<file path="config.mk">
export PLATFORM = sky130hd
export DESIGN_NAME = hazard_tracker
export DESIGN_NICKNAME = d
export VERILOG_FILES = /design/src/rtl/hazard_tracker.sv
export SDC_FILE = /design/constraint.sdc
export NUM_CORES = 1
export LEC_CHECK = 0
export CORE_AREA = 5 5 57 59
export DETAILED_ROUTE_END_ITERATION = 8
export DIE_AREA = 0 0 62 64
export GPL_TIMING_DRIVEN = 0
export PLACE_DENSITY = 0.75
export SYNTH_ARGS = -nofsm -noshare
export SYNTH_HDL_FRONTEND = slang
export SYNTH_SLANG_ARGS = --single-unit
</file>
<file path="constraint.sdc">
create_clock -name clk -period 1.7 [get_ports clk]
set_clock_uncertainty 0.1 [all_clocks]
set_input_delay 0.255 -clock clk [delete_from_list [all_inputs] [get_ports clk]]
set_output_delay 0.255 -clock clk [all_outputs]
set_load 0.02 [all_outputs]
</file>
<file path="src/rtl/hazard_tracker.sv">
// -----------------------------------------------------------------------------
// hazard_tracker
//
// Producer side of operand forwarding for a 5-stage RV32I pipeline.
// - Follows the destination register of every in-flight instruction through
//   EX, MEM and WB. Drives the per-stage rd values that the forwarding unit
//   compares against.
// - Detects load-use hazards that forwarding cannot cover. Holds IF/ID
//   (stall) and injects a NOP into EX (bubble).
//
// Parameters
//   LOAD_LATENCY  stall cycles per load-use hazard (1..7)
//   CNT_W         width of stall_count (present only with STALL_CNT_EN)
//
// Optional feature macro: STALL_CNT_EN
//   When defined, adds a saturating stall-cycle counter on port stall_count.
//
// Ports
//   clk           rising-edge clock
//   rst           synchronous active-high reset
//   id_valid      ID stage holds a real instruction
//   id_rs1/rs2    ID source registers
//   id_use_rs1/2  instruction actually reads rs1/rs2
//   id_rd         ID destination register
//   id_reg_write  instruction writes rd
//   id_is_load    instruction is a load
//   flush         taken branch/jump: kill ID->EX and cancel any stall
//   ex_rd         rd of EX entry (0 if invalid or not writing)
//   mem_rd        rd of MEM entry (same rule)
//   wb_rd         rd of WB entry (same rule)
//   stall         hold PC and IF/ID this cycle (combinational)
//   bubble        a NOP enters EX this cycle (stall | flush)
//   stall_count   total stall cycles, saturating (STALL_CNT_EN only)
// -----------------------------------------------------------------------------
module hazard_tracker #(
    parameter int LOAD_LATENCY = 1
`ifdef STALL_CNT_EN
    ,
    parameter int CNT_W = 16
`endif
) (
    input  logic       clk,
    input  logic       rst,
    input  logic       id_valid,
    input  logic [4:0] id_rs1,
    input  logic [4:0] id_rs2,
    input  logic       id_use_rs1,
    input  logic       id_use_rs2,
    input  logic [4:0] id_rd,
    input  logic       id_reg_write,
    input  logic       id_is_load,
    input  logic       flush,
    output logic [4:0] ex_rd,
    output logic [4:0] mem_rd,
    output logic [4:0] wb_rd,
    output logic       stall,
    output logic       bubble
`ifdef STALL_CNT_EN
    ,
    output logic [CNT_W-1:0] stall_count
`endif
);

    typedef struct packed {
        logic       valid;
        logic [4:0] rd;
        logic       reg_write;
        logic       is_load;
    } entry_t;

    typedef enum logic {
        ST_RUN  = 1'b0,
        ST_HOLD = 1'b1
    } state_e;

    // Extra HOLD cycles after the detection cycle.
    localparam logic [2:0] HOLD_CYCLES = 3'(LOAD_LATENCY - 1);
    localparam bit         MULTI_STALL = (LOAD_LATENCY > 1);

    entry_t     r_ex;
    entry_t     r_mem;
    entry_t     r_wb;
    state_e     r_state;
    logic [2:0] r_cnt;

    entry_t     w_id_entry;
    logic       w_haz;
    logic       w_stall;
    logic       w_capture;

    // is_load is only needed while the entry sits in EX.
    logic       w_unused;
    assign w_unused = r_mem.is_load ^ r_wb.is_load;

    // NOTE: every signal assigned in an always_comb gets a default first, so
    // no path through the block can leave it unassigned and infer a latch.
    always_comb begin
        w_id_entry           = '0;
        w_id_entry.valid     = 1'b1;
        w_id_entry.rd        = id_rd;
        // Writes to x0 are discarded at capture so x0 never hazards or forwards.
        w_id_entry.reg_write = id_reg_write && (id_rd != 5'd0);
        w_id_entry.is_load   = id_is_load;

        w_haz = r_ex.valid && r_ex.is_load && r_ex.reg_write && id_valid &&
                ((id_use_rs1 && (id_rs1 == r_ex.rd)) ||
                 (id_use_rs2 && (id_rs2 == r_ex.rd)));

        // flush beats everything; HOLD stalls regardless of id_valid.
        w_stall = 1'b0;
        if (!flush) begin
            if (r_state == ST_HOLD) w_stall = 1'b1;
            else                    w_stall = w_haz;
        end

        w_capture = id_valid && !w_stall && !flush;
    end

    assign stall  = w_stall;
    assign bubble = w_stall || flush;

    // Entries that were never captured are all-zero, so gating on valid and
    // reg_write yields 0 for bubbles, non-writers and x0.
    assign ex_rd  = (r_ex.valid  && r_ex.reg_write)  ? r_ex.rd  : 5'd0;
    assign mem_rd = (r_mem.valid && r_mem.reg_write) ? r_mem.rd : 5'd0;
    assign wb_rd  = (r_wb.valid  && r_wb.reg_write)  ? r_wb.rd  : 5'd0;

    // NOTE: sequential state uses non-blocking assignments so the stage shift
    // wb <= mem <= ex reads the pre-edge values regardless of statement order.
    always_ff @(posedge clk) begin
        if (rst) begin
            r_ex    <= '0;
            r_mem   <= '0;
            r_wb    <= '0;
            r_state <= ST_RUN;
            r_cnt   <= 3'd0;
        end else begin
            // The downstream shift never stops; only the EX capture is gated.
            r_wb  <= r_mem;
            r_mem <= r_ex;
            r_ex  <= w_capture ? w_id_entry : '0;

            if (flush) begin
                r_state <= ST_RUN;
                r_cnt   <= 3'd0;
            end else begin
                case (r_state)
                    ST_RUN: begin
                        // With a single-cycle stall the load moves to MEM on
                        // this edge, so the hazard clears without HOLD.
                        if (w_haz && MULTI_STALL) begin
                            r_cnt   <= HOLD_CYCLES;
                            r_state <= ST_HOLD;
                        end
                    end
                    ST_HOLD: begin
                        if (r_cnt == 3'd1) begin
                            r_cnt   <= 3'd0;
                            r_state <= ST_RUN;
                        end else begin
                            r_cnt <= r_cnt - 3'd1;
                        end
                    end
                    default: begin
                        r_cnt   <= 3'd0;
                        r_state <= ST_RUN;
                    end
                endcase
            end
        end
    end

`ifdef STALL_CNT_EN
    logic [CNT_W-1:0] r_stall_count;

    always_ff @(posedge clk) begin
        if (rst) begin
            r_stall_count <= '0;
        end else if (w_stall && (r_stall_count != {CNT_W{1'b1}})) begin
            r_stall_count <= r_stall_count + 1'b1;
        end
    end

    assign stall_count = r_stall_count;
`endif

endmodule
</file>
Yosys cells after proc, flatten, opt, wreduce, memory -nomap -nowiden
Index checks and enable logic that the tools add are counted.

Flip-flop bits (word level): 26. Bits in latches: 0. Bits in writable memories: 0. Memory bits (read-only): 0. Input bits: 23. Word-level logic and storage cells: 46. Memories kept: 0.

$add $sub $neg: 1. Multiply operators: 0. Div/mod/pow operators: 0. Order comparisons: 0. Eq/ne operators: 3. Shift-type cells: 0. Multiplexer cells: 8. Bitwise logic cells: 2. Reductions and logical operators: 20.

Operators by type and width (count): 2-to-1 mux 5 bit (3); logical AND 1 bit (12); == test 5 bit (2); 2-to-1 mux 8 bit (1); nonzero test 5 bit (1); OR reduction 2 bit (2); == test 3 x 1 -> 1 bit, second input constant (1); 2-to-1 mux 1 bit (3); 2-to-1 mux 3 bit (1); OR reduction 3 bit (1); subtractor 3 x 1 -> 3 bit, second input constant (1); zero test 1 bit (2); logical OR 1 bit (2); NOT 1 bit (2).

Depth between registers and ports, before layout
Gate-level depths: netlist of run 1.

Depth in word-level cells: 11. Depth in mapped cells: 6. Depth with buffers taken out: 6.

Least setup slack after synthesis of run 1
OpenSTA, ideal clock, no wires.

Path kind: register to output. Start: reg r_ex[6] (netlist bit). End: out stall. Data arrival time: 1.381 ns. Data required time: 1.345 ns. Slack: -0.036 ns. Stages on the path, launching flop included: 5. Path buffers: 0. Path through: dfxtp_1 xor2_1 nor4_2 nand3_1 a31oi_1.

Cells in the longest elaborated chain, start to end: 6. Elaborated cells between the ends (all ways): 8.

Ends and longest elaborated chain: start, declared (RTL line 80) `entry_t r_ex;`; start signal, assigned (RTL line 141) `r_ex <= w_capture ? w_id_entry : '0;`; == test 5 bit, on equally long branches (RTL line 106, 107); logical AND 1 bit, on equally long branches (RTL line 106, 107); logical OR 1 bit (*) (RTL line 106) `((id_use_rs1 && (id_rs1 == r_ex.rd)) ||`; logical AND 1 bit (*) (RTL line 105) `w_haz = r_ex.valid && r_ex.is_load && r_ex.reg_write && id_valid &&`; 2-to-1 mux 1 bit (*) (RTL line 112) `if (r_state == ST_HOLD) w_stall = 1'b1;`; 2-to-1 mux 1 bit (*) (RTL line 111) `if (!flush) begin`; end, declared (RTL line 56) `output logic stall,`.

Mark *: on every way between the ends. The rest lies on a longest branch, timed or not.

Final worst setup path of run 1
Start: in id_rs1[1]. End: out stall.

Cells in the longest elaborated chain, start to end: 6.

Ends and longest elaborated chain: start, declared (RTL line 45) `input logic [4:0] id_rs1,`; == test 5 bit (RTL line 106); logical AND 1 bit (RTL line 106); logical OR 1 bit (RTL line 106); logical AND 1 bit (RTL line 105); 2-to-1 mux 1 bit (RTL line 112); 2-to-1 mux 1 bit (RTL line 111).

No other way between the ends.

==> results of run 1 <==
kinds of logic after synthesis:
logic type	share of synthesized area [%]
simple gates	28.4
flops	48.0
compound gates	9.24
xor+xnor	8.08
buf+inv	3.00
fa+ha+maj	2.31
mux	0.924
metrics by stage:
step,std cells,utilization [%]
floorplan,113,-
global placement,183,57.0
detailed placement,183,57.0
CTS,189,59.0
global route,190,60.6
finish,190,60.6
final cells by class:
class                           instances  area, µm²
Multi-Input combinational cell         79        566
Inverter                                5       18.8
Clock inverter                          1       30.0
Fill cell                             247       1050
Timing Repair Buffer                   42        394
Sequential cell                        26        531
Buffer                                  3       13.8
Tap cell                               31       38.8
Clock buffer                            3       22.5
cells in the mapped netlist, types with 3 or more instances:
master and count:
inv_1 5, a21oi_1 9, nor3_1 4, nand2_1 7, xor2_1 6, and3_1 15, dfxtp_1 26, nor2b_1 14
xnor2_1 4, nand3_1 3
tightest hold or removal path, delay by kind of cell:
family                 cells  cell delay [ns]
AO/OA/AOI/OAI              1             0.03
buffers and inverters      1             0.40
AND/OR/NAND/NOR            1             0.06
timing repair:
| action | CTS | global route |
|---|---|---|
| buffers inserted | 2 | 1 |
| pin swaps | 5 | 3 |
| hold endpoints to repair | 0 | 0 |
| gates resized for setup | 32 | 10 |
| setup endpoints to repair | 17 | 5 |
state kept, by name, summed over array words and instances (netlist names):
name / count
r_ex: 8
r_mem: 7
r_state: 1
r_wb: 7
r_cnt: 3
metal layers:
metal,wire length [µm],share of wire (%)
met5,0,0
met2,1300,53
met4,28,1.1
met3,203,8.3
met1,915,37
layout by cell type (no fill, tap or decap), types with 2 or more instances in the layout:
cell	netlist	routed
clkdlybuf4s50_1	0	21
dfxtp_1	26	20
and3_1	15	15
nor2b_1	14	14
dlygate4sd2_1	0	14
a21oi_1	9	9
nand2_1	7	7
inv_1	5	5
xor2_1	6	5
dfxtp_2	0	5
xnor2_1	4	4
nor3_1	4	4
buf_4	0	4
clkbuf_4	0	3
and4_1	2	2
and2_1	2	2
nand3_2	0	2
ha_1	2	2
clkdlybuf4s15_1	0	2
report_power, final:
part	leakage [nW]	switching, mW	total (mW)	internal (mW)
Clock	0.0279	0.176	0.414	0.238
Sequential	0.214	0.00950	0.629	0.619
Combinational	0.497	0.0449	0.116	0.0710
final timing paths:
kind | from | end | slack (ns) | cells after the start
worst min-delay path | id_is_load | r_ex[0]$_SDFF_PP0_ | 0.36 | 3
worst max register to register | r_ex[2]$_SDFF_PP0_ | r_ex[3]$_SDFF_PP0_ | 0.10 | 5
worst min register to register | r_mem[3]$_SDFF_PP0_ | r_wb[3]$_SDFF_PP0_ | 0.37 | 1
worst max-delay path | id_rs1[1] | stall | -0.37 | 6
==> impl_metrics.tcl, run 1 <==
set metrics [dict create \
    required_ns 1.34 \
    worst_pin_slew_ns 0.405 \
    setup_tns_ns -0.633 \
    ys_top_cells_by_area "dfxtp_1 48%, and3_1 8.7%, nor2b_1 8.1%, xor2_1 4.8%, a21oi_1 4.2%" \
    overflow 0 \
    finalHoldViolations 0 \
    p_total_mw 1.16 \
    netlist_area_um2 1080 \
    slew_headroom_pct 73.0 \
    cts-root-buf "clkbuf_4" \
    whs_ns 0.356 \
    crit_family "buffers and inverters" \
    die_y_um 64 \
    synth_nets 138 \
    max_freq_mhz 483 \
    syn_avg_cell_area_um2 9.59 \
    numCtsBuffers 3 \
    ys_async_sr_fraction_pct 0 \
    path_max_fanout 3 \
    drv_cap 0 \
    cts.sinks 26 \
    areaGrowthSynthToFinish_pct 49.0 \
    synth_top_flop_cell "dfxtp_1" \
    ys_warn_count 0 \
    drc 0 \
    met3_usage_pct 4.83 \
    antennaDiodeCount 0 \
    yosysUniqueCellTypes 25 \
    vias 960 \
    placed_area_um2 1520 \
    period_minus_slack_ns 2.07 \
    ys_seq_elements 26 \
    gr-usage-met1_pct 15.2 \
    final_max_slew_viol_count 0 \
    grt_first_pass_wirelength_mm 4.15 \
    grt_use_met2_pct 22.9 \
    cts_tree "yes" \
    setup_ws_ns -0.369 \
    p_leak_nw 0.738 \
    grt_max_degree 16 \
    ir_worst_vdd_v 0.000372 \
    htreeDepth 1 \
    grt_use_total_pct 13.6 \
    core_um2 2660 \
    clk_pin_slew_ns 0.13 \
    dp.final_hpwl_mm 1.98 \
    worstSetupPathType "primary input to primary output" \
    synth-edff-count 0 \
    synthCells 113 \
    port_buffers 39 \
    die_area_um2 3970 \
    violations "negative setup slack" \
    clockBufferDepth 2 \
    period_share_pct 122 \
    die_w_um 62 \
    start_util_pct 40.7 \
    ant_nets 0 \
    grt_pass1_vias 938 \
    drt_iter0_markers 10 \
    place_congestion 0.809 \
    clock_latency_ns 0.31 \
    worst-endpoint-arrival_ns 1.71 \
    rows 19 \
    power_density_nw_per_um2 718 \
    pin_count 40 \
    routedWlPerCell_um 12.9 \
    worst-path-buf-inv 2 \
    ctsHoldBuffers 0 \
    start_kind "primary input" \
    finalSetupViolCount 2 \
    drive_gt1_share_pct 16.4 \
    slowest_delay_ns 0.45 \
    critPathSlowestCell "clkdlybuf4s50_1" \
    final_nets 185 \
    yosys.area.top_type "dfxtp_1" \
    synth_top_area_share_pct 48.0 \
    vias_per_cell 5.05 \
    pre_cts_slack_ns -0.905 \
    critPathCaptureType "primary output" \
    busiest_layer "met2" \
    hp-class "primary input to flop" \
    design_area_um2 1610 \
    dr.pass1.iters 4 \
    drt_wl_total_mm 2.45 \
    antenna_found_initial 0 \
    seq_area_frac_synth_pct 48.0 \
    rsz0062_at_grt "yes" \
    status "finished with violations" \
    path_cells "clkdlybuf4s50_1 -> xor2_2 -> nor4_4 -> nand3_2 -> a31oi_2 -> buf_4" \
]
Note: power is estimated with default switching activity, not from simulation.
==> run 2, diff against run 1 <==
--- a/config.mk
+++ b/config.mk
@@ -5,6 +5,7 @@
 export SDC_FILE = /design/constraint.sdc
 export NUM_CORES = 1
 export LEC_CHECK = 0
+export CAP_MARGIN = 20
 export CORE_AREA = 5 5 57 59
 export DETAILED_ROUTE_END_ITERATION = 8
 export DIE_AREA = 0 0 62 64
==> results of run 2 <==
No change in the layout: final DEF, timing and power equal those of run 1.
==> run 3, diff against run 2 <==
==> constraint.sdc (replaced) <==
create_clock -name clk -period 1.7 [get_ports clk]
set_clock_uncertainty 0.1 [all_clocks]
set_input_delay 0.255 -clock clk [delete_from_list [all_inputs] [get_ports clk]]
set_output_delay 0.255 -clock clk [all_outputs]
set_load 0.005 [all_outputs]
==> run 3 against run 2 <==
Against the previous run: the run still ends with negative setup slack left; wire length shrank 0.16%; critical path depth up 1; via count is 1.3% lower; die area is the same; critical endpoint is now bubble; largest cell class unchanged; largest power group unchanged.
==> impl_metrics.tcl, run 3 (synthesis gave the netlist of run 1 again) <==
set metrics [dict create \
    ir_worst_vdd_v 0.000376 \
    multi_input_area_um2 572 \
    vias_per_cell 4.84 \
    cts_tree "yes" \
    hold_path_end "r_ex[0]$_SDFF_PP0_" \
    ctsHoldBuffers 0 \
    hold_depth 3 \
    finalHoldViolations 0 \
    slew_headroom_pct 73.3 \
    final_common_cell "clkdlybuf4s50_1" \
    dr.pass1.iters 4 \
    fill_cells 237 \
    overflow 0 \
    p_total_mw 1.16 \
    dp.final_hpwl_mm 1.90 \
    rsz0062_at_grt "yes" \
    drive_gt1_share_pct 21.8 \
    critPathMostFrequentCell "buf_6" \
    cts.sinks 26 \
    worstSetupPathType "flop to primary output" \
    rr_startpoint "r_ex[5]$_SDFF_PP0_" \
    final_max_slew_viol_count 0 \
    largest_reg_flops 8 \
    p_leak_nw 0.852 \
    ant_nets 0 \
    reg2reg_slack_ns 0.18 \
    htreeDepth 1 \
    max_freq_mhz 485 \
    grt_use_total_pct 13.8 \
    grt_first_pass_wirelength_mm 4.22 \
    status "finished with violations" \
    start_util_pct 40.7 \
    drt_wl_total_mm 2.44 \
    drt_iter0_markers 14 \
    crit_family "simple AND/OR/NAND/NOR gates" \
    vias 948 \
    r2r_cells 5 \
    worst-endpoint-arrival_ns 1.71 \
    area.sequential_um2 541 \
    areaGrowthSynthToFinish_pct 56.2 \
    grt_pass1_vias 978 \
    drv_cap 0 \
    pin_count 40 \
    reg_top3 "r_ex: 8 flops, r_mem: 7 flops, r_wb: 7 flops" \
    critPathSlowestCell "dfxtp_4" \
    die_area_um2 3970 \
    routedWlPerCell_um 12.5 \
    top_register "r_ex" \
    stdcell_count 196 \
    path_max_fanout 2 \
    worst-path-buf-inv 3 \
    power_density_nw_per_um2 683 \
    slowest_delay_ns 0.38 \
    cts-root-buf "clkbuf_4" \
    die_w_um 62 \
    clk_pin_slew_ns 0.13 \
    antennaDiodeCount 0 \
    place_congestion 0.816 \
    hp-class "primary input to flop" \
    period_minus_slack_ns 2.06 \
    grt_max_degree 16 \
    core_um2 2660 \
    critPathCaptureType "primary output" \
    drc 0 \
    worst_pin_slew_ns 0.400 \
    port_buffers 39 \
    dp.cells 183 \
    period_share_pct 121 \
    finalSetupViolCount 2 \
    layout_common_cells "21 x clkdlybuf4s50_1, 16 x dfxtp_1, 15 x and3_1" \
    rows 19 \
    antenna_found_initial 0 \
    numCtsBuffers 3 \
    clockBufferDepth 2 \
    violations "negative setup slack" \
    setup_ws_ns -0.364 \
    clock_latency_ns 0.31 \
    die_y_um 64 \
    hold_start "id_is_load" \
    start_kind "flop" \
    final_nets 191 \
    required_ns 1.34 \
    timing.rr.end "r_ex[6]$_SDFF_PP0_" \
    setup_tns_ns -0.703 \
    path_cells "xor2_2 -> nor4_4 -> nand3_2 -> buf_4 -> buf_6 -> nand3_4 -> buf_6" \
]
-- run 3: cell types whose count changed in the layout (fill, tap and decap cells not counted), sizes merged --
cell / delta
dlymetal6s2s: +5
dlygate4sd2: -3
clkdlybuf4s15: -2
clkbuf: +1
buf: +5
-- run 3: stage by stage --
stage	hold slack [ns]	cell area [µm²]	utilization, %	worst slack [ns]
floorplan	0.227	1080	-	0.202
global placement	0.341	1510	56.8	-0.790
detailed placement	0.345	1510	56.8	-0.797
CTS	0.346	1620	60.9	-0.406
global route	0.365	1690	63.6	-0.487
finish	0.354	1690	63.6	-0.364
-- run 3: report_power, final --
group / switching (mW) / internal (mW) / leakage (nW)
Combinational: 0.0462 / 0.0743 / 0.608
Sequential: 0.00745 / 0.617 / 0.216
Clock: 0.174 / 0.238 / 0.0279
-- run 3: worst max-delay path by stage --
stage / from / end / cells past startpoint
6_report: r_ex[3]$_SDFF_PP0_ / bubble / 7
5_1_grt: r_ex[3]$_SDFF_PP0_ / stall / 6
4_1_cts: r_ex[3]$_SDFF_PP0_ / stall / 6
3_5_place_dp: id_rs1[4] / stall / 6
3_3_place_gp: id_rs1[4] / stall / 6
2_1_floorplan: r_ex[6]$_SDFF_PP0_ / stall / 4
-- run 3: timing repair --
action,4_1_cts,5_1_grt
gates resized for setup,33,13
pin swaps,4,2
setup buffers,6,3
endpoints found under the setup margin,17,7
-- run 3: worst min-delay path, cell delays in order --
cell	delay [ns]
clkdlybuf4s50_1	0.39
nand2_1	0.06
a21oi_1	0.03
-- run 3: area by class of cell --
| cell class | instances | area share, % |
|---|---|---|
| Buffer | 3 | 0.813 |
| Multi-Input combinational cell | 79 | 33.8 |
| Clock buffer | 3 | 1.33 |
| Sequential cell | 26 | 31.9 |
| Clock inverter | 1 | 1.77 |
| Tap cell | 31 | 2.29 |
| Timing Repair Buffer | 48 | 27.0 |
| Inverter | 5 | 1.11 |
-- run 3: per-layer routing --
metal	share of wire (%)	track usage, %	wire (µm)	up-vias
met2	52	24.7	1260	38
met3	7.7	4.23	189	6
met5	0	0	0	-
met4	1.9	3.98	47	0
li1	-	-	-	490
met1	39	14.9	940	414
